===== src/rtl/disp_pkg.sv =====
`default_nettype none
// ============================================================================
//  Module   : disp_pkg
//  Purpose  : Shared constants and helpers for the BCD counter / seven-segment
//             display bank: segment patterns, BCD decode, counter widths.
//  Ports    : none (package)
//  Revision : 1.0  initial release
// ============================================================================
package disp_pkg;

  // Active-low segment patterns, bit0 = a ... bit6 = g.
  localparam logic [6:0] SEG_BLANK = 7'h7F;
  localparam logic [6:0] SEG_ZERO  = 7'b1000000;

  // Width of a counter holding 0..n-1; never narrower than one bit.
  function automatic int cnt_width(input int n);
    return (n < 2) ? 1 : $clog2(n);
  endfunction

  // Active-low decode of one BCD digit; non-BCD codes show nothing.
  function automatic logic [6:0] bcd_to_seg(input logic [3:0] d);
    logic [6:0] s;
    case (d)
      4'd0:    s = SEG_ZERO;
      4'd1:    s = 7'b1111001;
      4'd2:    s = 7'b0100100;
      4'd3:    s = 7'b0110000;
      4'd4:    s = 7'b0011001;
      4'd5:    s = 7'b0010010;
      4'd6:    s = 7'b0000010;
      4'd7:    s = 7'b1111000;
      4'd8:    s = 7'b0000000;
      4'd9:    s = 7'b0010000;
      default: s = SEG_BLANK;
    endcase
    return s;
  endfunction

endpackage
`default_nettype wire


===== src/rtl/bcd_digit.sv =====
`default_nettype none
// ============================================================================
//  Module   : bcd_digit
//  Purpose  : One BCD decade cell with load and up/down step.
//  Ports    : clk, rst      - clock, synchronous active-high reset
//             load/load_nib - load a nibble (values above 9 load as 0)
//             step          - apply a count step this cycle
//             up            - 1 = increment, 0 = decrement
//             cin           - carry/borrow from the lower decade
//             q             - current digit
//             cout          - carry/borrow into the next decade
//             at_term       - digit is 9 (up) or 0 (down)
//  Revision : 1.0  initial release
// ============================================================================
module bcd_digit (
  input  logic       clk,
  input  logic       rst,
  input  logic       load,
  input  logic [3:0] load_nib,
  input  logic       step,
  input  logic       up,
  input  logic       cin,
  output logic [3:0] q,
  output logic       cout,
  output logic       at_term
);

  logic [3:0] r_q;

  assign at_term = up ? (r_q == 4'd9) : (r_q == 4'd0);
  // A decade passes the step on only when it is about to roll over.
  assign cout    = cin & at_term;
  assign q       = r_q;

  always_ff @(posedge clk) begin
    if (rst) begin
      r_q <= 4'd0;
    end else if (load) begin
      r_q <= (load_nib > 4'd9) ? 4'd0 : load_nib;
    end else if (step && cin) begin
      if (up) r_q <= (r_q == 4'd9) ? 4'd0 : r_q + 4'd1;
      else    r_q <= (r_q == 4'd0) ? 4'd9 : r_q - 4'd1;
    end
  end

endmodule
`default_nettype wire


===== src/rtl/bcd_counter_mux_disp.sv =====
`default_nettype none
// ============================================================================
//  Module   : bcd_counter_mux_disp
//  Purpose  : Multi-digit up/down BCD counter with internal tick prescaler,
//             wrap or saturate at the terminal value, and a multiplexed
//             common-anode seven-segment display with optional leading-zero
//             blanking.
//  Ports    : clk, rst   - clock, synchronous active-high reset
//             en, up     - count enable, direction
//             load       - synchronous load of load_val (nibble i = digit i)
//             bcd_value  - current count
//             tick       - one-cycle prescaler rollover pulse
//             carry      - one-cycle pulse when a tick hits the terminal value
//             seg        - active-low segments of the selected digit
//             dig_n      - active-low one-hot digit select
//  Revision : 1.0  initial release
// ============================================================================
module bcd_counter_mux_disp
  import disp_pkg::*;
#(
  parameter int CLK_FREQ_HZ = 50_000_000,
  parameter int TICK_HZ     = 1,
  parameter int NUM_DIGITS  = 4,
  parameter int SCAN_HZ     = 1000,
  parameter int SATURATE    = 0,
  parameter int BLANK_LZ    = 0
) (
  input  logic                    clk,
  input  logic                    rst,
  input  logic                    en,
  input  logic                    up,
  input  logic                    load,
  input  logic [4*NUM_DIGITS-1:0] load_val,
  output logic [4*NUM_DIGITS-1:0] bcd_value,
  output logic                    tick,
  output logic                    carry,
  output logic [6:0]              seg,
  output logic [NUM_DIGITS-1:0]   dig_n
);

  localparam int TICK_DIV = CLK_FREQ_HZ / TICK_HZ;
  localparam int SCAN_DIV = CLK_FREQ_HZ / (SCAN_HZ * NUM_DIGITS);
  localparam int PRESC_W  = cnt_width(TICK_DIV);
  localparam int SDIV_W   = cnt_width(SCAN_DIV);
  localparam int IDX_W    = cnt_width(NUM_DIGITS);

  logic [PRESC_W-1:0]      r_presc;
  logic                    r_tick;
  logic                    r_carry;
  logic [SDIV_W-1:0]       r_sdiv;
  logic [IDX_W-1:0]        r_idx;
  logic [6:0]              r_seg;
  logic [NUM_DIGITS-1:0]   r_dig_n;

  logic                    w_tick_cond;
  logic                    w_step_req;
  logic                    w_step;
  logic [4*NUM_DIGITS-1:0] w_q;
  logic [NUM_DIGITS-1:0]   w_cin;
  logic [NUM_DIGITS-1:0]   w_cout;
  logic [NUM_DIGITS-1:0]   w_at_term;
  logic [NUM_DIGITS-1:0]   w_sel;
  logic [NUM_DIGITS-1:0]   w_blank;
  logic [NUM_DIGITS:0]     w_zero_above;
  logic [3:0]              w_nib;
  logic [6:0]              w_seg_next;

  // ---------------- prescaler and count control ----------------
  assign w_tick_cond = en && (r_presc == PRESC_W'(TICK_DIV - 1));
  // The registered tick is the cycle on which the count actually steps.
  assign w_step_req  = r_tick && en;
  // The ripple-out of the top decade means every digit is at its terminal
  // value; in saturate mode that step is swallowed.
  assign w_step      = w_step_req && !((SATURATE != 0) && w_cout[NUM_DIGITS-1]);

  always_ff @(posedge clk) begin
    if (rst) begin
      r_presc <= '0;
      r_tick  <= 1'b0;
      r_carry <= 1'b0;
    end else if (load) begin
      r_presc <= '0;
      r_tick  <= 1'b0;
      r_carry <= 1'b0;
    end else begin
      r_carry <= w_step_req && (&w_at_term);
      r_tick  <= w_tick_cond;
      if (en) r_presc <= w_tick_cond ? '0 : r_presc + 1'b1;
    end
  end

  // ---------------- decade chain ----------------
  for (genvar k = 0; k < NUM_DIGITS; k++) begin : g_digit
    if (k == 0) begin : g_lsd
      assign w_cin[k] = 1'b1;
    end else begin : g_upper
      assign w_cin[k] = w_cout[k-1];
    end

    bcd_digit u_digit (
      .clk      (clk),
      .rst      (rst),
      .load     (load),
      .load_nib (load_val[4*k +: 4]),
      .step     (w_step),
      .up       (up),
      .cin      (w_cin[k]),
      .q        (w_q[4*k +: 4]),
      .cout     (w_cout[k]),
      .at_term  (w_at_term[k])
    );
  end

  assign bcd_value = w_q;

  // ---------------- scan divider ----------------
  always_ff @(posedge clk) begin
    if (rst) begin
      r_sdiv <= '0;
      r_idx  <= '0;
    end else if (r_sdiv == SDIV_W'(SCAN_DIV - 1)) begin
      r_sdiv <= '0;
      r_idx  <= (r_idx == IDX_W'(NUM_DIGITS - 1)) ? '0 : r_idx + 1'b1;
    end else begin
      r_sdiv <= r_sdiv + 1'b1;
    end
  end

  // ---------------- digit mux and blanking ----------------
  always_comb begin
    w_sel        = '0;
    w_sel[r_idx] = 1'b1;
    w_nib        = w_q[4*r_idx +: 4];
    // w_zero_above[k]: digits k and higher are all zero.
    w_zero_above             = '0;
    w_zero_above[NUM_DIGITS] = 1'b1;
    w_blank                  = '0;
    for (int k = NUM_DIGITS - 1; k >= 0; k--) begin
      w_zero_above[k] = w_zero_above[k+1] && (w_q[4*k +: 4] == 4'd0);
      w_blank[k]      = (BLANK_LZ != 0) && (k != 0) && w_zero_above[k];
    end
    w_seg_next = w_blank[r_idx] ? SEG_BLANK : bcd_to_seg(w_nib);
  end

  // Select and pattern share one register stage so they never skew.
  always_ff @(posedge clk) begin
    if (rst) begin
      r_seg   <= SEG_ZERO;
      r_dig_n <= ~NUM_DIGITS'(1);
    end else begin
      r_seg   <= w_seg_next;
      r_dig_n <= ~w_sel;
    end
  end

  assign tick  = r_tick;
  assign carry = r_carry;
  assign seg   = r_seg;
  assign dig_n = r_dig_n;

endmodule
`default_nettype wire

===== config.mk =====
export PLATFORM = sky130hd
export DESIGN_NAME = bcd_counter_mux_disp
export DESIGN_NICKNAME = d
export VERILOG_FILES = /design/src/rtl/disp_pkg.sv /design/src/rtl/bcd_digit.sv /design/src/rtl/bcd_counter_mux_disp.sv
export SDC_FILE = /design/constraint.sdc
export NUM_CORES = 1
export LEC_CHECK = 0
export ABC_AREA = 0
export BUFFER_PORTS_ARGS = -buffer_cell sky130_fd_sc_hd__buf_2
export CAP_MARGIN = 20
export CORE_UTILIZATION = 30
export DETAILED_ROUTE_END_ITERATION = 16
export MAX_ROUTING_LAYER = met4
export PLACE_DENSITY_LB_ADDON = 0.12
export SLEW_MARGIN = 20
export SYNTH_ARGS = -nofsm -noshare
export SYNTH_HDL_FRONTEND = slang
export SYNTH_SLANG_ARGS = --single-unit

===== constraint.sdc =====
create_clock -name clk -period 2.04 [get_ports clk]
set_input_delay 0.306 -clock clk [delete_from_list [all_inputs] [get_ports clk]]
set_output_delay 0.306 -clock clk [all_outputs]
set_load 0.02 [all_outputs]

; Word level (Yosys, flattened, before mapping)
; Memories as Yosys holds them, arrays and structs flattened.
; Cells that the tools add are included.
[totals]
ff_bits = 71
romBits = 112
in_bits = 21
output_inout_bits = 29
elab_cells = 95
n_memories = 1
[memory_table]
columns = memory, words, width, rd, rd_ports_with_merged_regs, wr, line
row1 = (name not given), 16, 7, 1, 0, 0, disp_pkg.sv:23  ; case (d)
[classes]
addsub = 11
magnitude_cmp = 6
eq_ne = 7
shifts = 1
muxes = 35
bitwise = 3
reduce_logical = 19
[ops]
columns = operator, n
row1 = 4-bit 2-to-1 mux, 24
row2 = 26-bit by 1-bit adder with 26-bit output (second input constant), 1
row3 = 26-bit == test (second input constant), 1
row4 = 26-bit 2-to-1 mux, 1
row5 = 4-bit by 1-bit adder with 4-bit output (second input constant), 4
row6 = 4-bit == test (second input constant), 4
row7 = 4-bit > comparator (second input constant), 4
row8 = 4-bit logical NOT, 4
row9 = 16-bit by 5-bit variable part select with 4-bit output, 1
row10 = 4-bit by 1-bit subtractor with 4-bit output (second input constant), 4
row11 = 14-bit by 1-bit adder with 14-bit output (second input constant), 1
row12 = 14-bit == test (second input constant), 1
row13 = 2-bit nonzero test, 4
row14 = 1-bit logical AND, 7
row15 = 1-bit 2-to-1 mux, 6
row16 = 6-bit 2-to-1 mux, 1
row17 = 2-bit OR reduction, 3
row18 = 4-bit NOT, 1
row19 = 4-bit AND reduction, 1
row20 = 2-bit by 3-bit less-than comparator with 1-bit output (second input constant), 1
row21 = 2-bit by 1-bit adder with 2-bit output (second input constant), 1
row22 = 1-bit bitwise AND, 2
row23 = 1-bit binary-select mux with 2-bit select, 1
row24 = 1-bit demux with 2-bit select, 1
row25 = 3 further kinds, 3

; Longest topological paths before layout
[logic_depth]
ltp_word = 7
ltp_mapped = 7
ltp_nobuf = 6

; Cells and area by module
; From an unflattened synthesis, not the netlist that was laid out.
[hier_totals]
hier_cells = 487
hier_area_um2 = 4149.0
[modules_own_cells]
columns = mod, instances, cells_each, area_each_um2, seq_area_each_um2
row1 = bcd_counter_mux_disp, 1, 303, 2682.6, 1101.1
row2 = bcd_digit, 4, 46, 366.6, 80.1

; Least setup slack after synthesis
; Ideal clock, no wire load.
[synth_path]
path_kind = reg2reg
from = register r_idx[1]
to = register r_seg[3], in the netlist seg[3]
setup_time_ns = 0.133
arrival_ns = 1.897
required_time_ns = 1.907
path_slack_ns = 0.010
path_stages_with_launch = 7
n_path_buf = 1
period_less_slack_ns = 2.030
path_cell_list = dfxtp_1 clkbuf_1 mux4_2 ha_1 or2_2 a21oi_1 a211oi_1
[synth_via]
elab_chain_cells = 3
word_cells_on_any_way = 5
classes_between = shift (1) / mux (3) / memory (1)
[synth_lines]
columns = item, line
row1 = from (decl), bcd_counter_mux_disp.sv:51  ; logic [IDX_W-1:0] r_idx;
row2 = from (signal assigned), bcd_counter_mux_disp.sv:123  ; r_idx <= (r_idx == IDX_W'(NUM_DIGITS - 1)) ? '0 : r_idx + 1'b1;
row3 = 16-bit by 5-bit variable part select with 4-bit output or 1-bit binary-select mux with 2-bit select (tied branches), "bcd_counter_mux_disp.sv:133, bcd_counter_mux_disp.sv:142"
row4 = memory 16 x 7 bit or 1-bit 2-to-1 mux (tied branches), --
row5 = 6-bit 2-to-1 mux *, bcd_counter_mux_disp.sv:142  ; w_seg_next = w_blank[r_idx] ? SEG_BLANK : bcd_to_seg(w_nib);
row6 = to (signal assigned), bcd_counter_mux_disp.sv:151  ; r_seg <= w_seg_next;
row7 = to (decl), bcd_counter_mux_disp.sv:52  ; logic [6:0] r_seg;
; Every way passes the cells marked *; elsewhere a longest branch is shown, timed or not. The select of a mux whose other input is x is not followed.
; A chain may end at the register's enable or synchronous reset.

; Worst setup path in the final report
[layout_path]
from = register r_presc[0]
to = register r_presc[20]
[layout_via]
elab_chain_cells = 3
word_cells_on_any_way = 4
classes_between = add/sub (1) / eq/ne (1) / mux (1) / reduce/logical (1)
[layout_lines]
columns = item, line
row1 = from (decl), bcd_counter_mux_disp.sv:47  ; logic [PRESC_W-1:0] r_presc;
row2 = from (signal assigned), bcd_counter_mux_disp.sv:88  ; if (en) r_presc <= w_tick_cond ? '0 : r_presc + 1'b1;
row3 = branches (longest 2 deep; another with 26-bit by 1-bit adder with 26-bit output), --
row4 = 26-bit 2-to-1 mux *, bcd_counter_mux_disp.sv:88
; Every way passes the cells marked *.

==> out/metrics.cfg <==
[worst_setup_path]
reg2reg_from=r_presc[0]
crit_path_start_kind=register
crit_path_end_kind=register
crit_type=register to register
arrival_ns=2.16
reg2reg_to=r_presc[20]
critPathRequiredTime_ns=2.26
rrSetupSlack_ns=0.1
crit_fanout=6
reg2regPathDepth=5

[timing]
fin_tns_setup_ns=0
setup_slack_ns=0.09803
slew_headroom_pct=56.17
rsz0062_at_grt=no
fin_hold_ws_ns=0.2546
final.min_clock_period_ns=1.942
fin_crit_sh_pct=95.19
skew_ns=0.008477
final-setup-viol-count=0
hold_viol_final=0
final-max-slew-violation-count=0
worst_pin_slew_ns=0.6531
max_freq_ghz=0.5149

[synthesis]
synth_edf_count=0
seq_area_frac_synth_pct=34.27
synth_top_flop_cell=dfxtp_1
synthArstFlopShare_pct=0
ys_seq_elements=71
synthesis.area_um2=4148
synth.distinct_cells=63
syn_nets=540
syn_avg_cell_area_um2=8.165
synth_cells=508
yosysWarnings=0

[finish]
layout.nets=604
final_layout_size_suffix_gt1_share_pct=21.35
final_cells=752
postLayoutCellArea_um2=5149
diodes=0
ff_latch_area_um2=1425
syn_to_final_growth_pct=24.13
post-route-util_pct=38.57
multi_input_area_um2=2545
fillCellCount=1410

[global_routing]
grt_pass1_vias=3793
gr-usage-all-layers_pct=17.02
grt_pass1_wl_um=18850
overflow=0
grt_max_degree=33
grt_antenna_before_repair=0

[drt]
drcViolationCount=0
avgViaCountPerCell=5.346
wl_per_cell_um=14.86
first_pass_iters=5
via_count=4020
drt_iter0_markers=303
postRouteAntennaNets=0
wirelength_um=11170

[power_and_ir_drop]
total_power_mw=3.906
peakVddDrop_v=0.0007647
power_density_nw_per_um2=758.6
leakage_nw=1.856

[die]
num_rows=42
initial_core_util_pct=31.07
die_h_um=119.6
die_area_um2=14300
coreArea_um2=13350
ioPinCount=50
die_w_um=119.6

[worst_hold_path]
holdPathEnd=g_digit[1].u_digit.q[1]
whs_path_depth=3
hp-class=input pin to register
min_from=load_val[5]

[cts]
cts.clk_slew.worst_paths_ns=0.06
cts_buffers=9
clockRootBuffer=clkbuf_16
clock-sinks=71
cts_tree=built
clk_path_buf_depth=2
clk_latency_ns=0.34
cts_max_level=3
post_cts_buffers=0

[flow_run]
maxCapViolCount=0

[placement]
dp_hpwl_um=8113
numPortBuffers=49
dp.cells=736
gp_congestion=0.8460
place_area_um2=4743
pre_cts_ws_ns=0.03626

[run_status]
outcome=finished, final reports clean

## per-layer routing
layer  wire [µm]  share of wire [%]  vias to the layer above  GRT usage [%]
met3         613                5.5                       12          5.181
met1        5378                 48                     1896          22.00
met2        5054                 45                      106          25.69
met5           0                  0                        -              -
li1            -                  -                     2006              -
met4         126                1.1                        0          4.531
## kinds of logic after synthesis
group	count (synthesis)	share of synthesized area, %
buf+inv	48	4.947
simple gates	217	29.98
flops	71	34.27
mux	5	2.413
xor+xnor	30	6.335
fa+ha+maj	11	3.318
compound gates	126	18.73
## cell type report
class | count | share of cell area [%]
Timing Repair Buffer | 86 | 10.16
Clock inverter | 6 | 3.062
Inverter | 14 | 1.021
Clock buffer | 9 | 4.374
Sequential cell | 71 | 27.68
Multi-Input combinational cell | 390 | 49.43
Tap cell | 176 | 4.277
## critical path, stage by stage (launching register included)
cell and delay (ns):
dfxtp_2 0.37, ha_1 0.21, nand3_2 0.12, or4_2 0.77
o31ai_1 0.25, a21oi_1 0.09
## power breakdown
part           internal [mW]  total (mW)  switching [mW]
clock                   1.43        2.04           0.602
combinational          0.167       0.416           0.248
sequential              1.42        1.45          0.0318
total                   3.02        3.91           0.882
## worst max-delay path by stage
stage	startpoint	endpoint	slack, ns	cells past startpoint
2_1_floorplan	r_idx[1]	seg[3]	0.01	6
3_3_place_gp	r_presc[0]	r_presc[24]	0.10	5
3_5_place_dp	en	r_presc[21]	0.04	5
4_1_cts	r_presc[0]	r_presc[22]	0.02	5
5_1_grt	r_presc[0]	r_presc[22]	0.003	5
6_report	r_presc[0]	r_presc[20]	0.1	5
## sequential cells by signal, indices dropped and copies added (netlist names)
| name | cells |
|---|---|
| tick | 1 |
| r_sdiv | 14 |
| r_idx | 2 |
| seg | 7 |
| r_presc | 26 |
| dig_n | 4 |
| g_digit.u_digit.q | 16 |
| carry | 1 |
## cell usage after synthesis (all sizes together) (4+ instances only)
cell | number | share of area (%)
a311oi | 5 | 1.1
mux4 | 4 | 2.2
or2 | 4 | 0.60
nor2 | 45 | 4.1
or3 | 13 | 2.0
a211oi | 4 | 0.72
nand2b | 12 | 1.8
o211ai | 7 | 1.3
o31ai | 7 | 1.3
ha | 11 | 3.3
xnor2 | 13 | 2.7
nand3b | 9 | 1.6
nand2 | 21 | 1.9
o21ai | 40 | 4.8
buf | 11 | 1.6
or4 | 9 | 1.8
and4 | 4 | 0.84
nor3 | 16 | 1.9
nand3 | 28 | 3.5
nor4 | 8 | 1.2
nand4 | 14 | 2.5
dfxtp | 71 | 34
nor2b | 4 | 0.60
a21oi | 37 | 4.5
inv | 13 | 1.2
clkbuf | 23 | 2.1
and3 | 9 | 1.4
xor2 | 17 | 3.6
nor3b | 6 | 1.1
## what timing repair did
item | in CTS | in global routing
resized for setup | 0 | 5
hold buffers | 0 | 0
setup endpoints to repair | 0 | 5
endpoints found under the hold margin | 0 | 0
## placed cells by master (no fill, tap or decap), types with 5 or more instances in the layout
cell type / count
xor2_1: 17
nand3b_1: 9
nand2_1: 21
nor4_1: 8
bufinv_16: 5
nor2_1: 45
dfxtp_1: 68
a21oi_1: 37
or3_1: 13
buf_4: 37
nand4_1: 13
inv_1: 13
nand3_1: 25
clkbuf_16: 9
o31ai_1: 6
buf_2: 49
o211ai_1: 7
nor3_1: 16
and3_1: 9
or4_1: 7
a311oi_1: 5
o21ai_0: 39
nor3b_1: 6
ha_1: 11
nand2b_1: 12
xnor2_1: 13
Note: power is estimated with default switching activity, not from simulation.
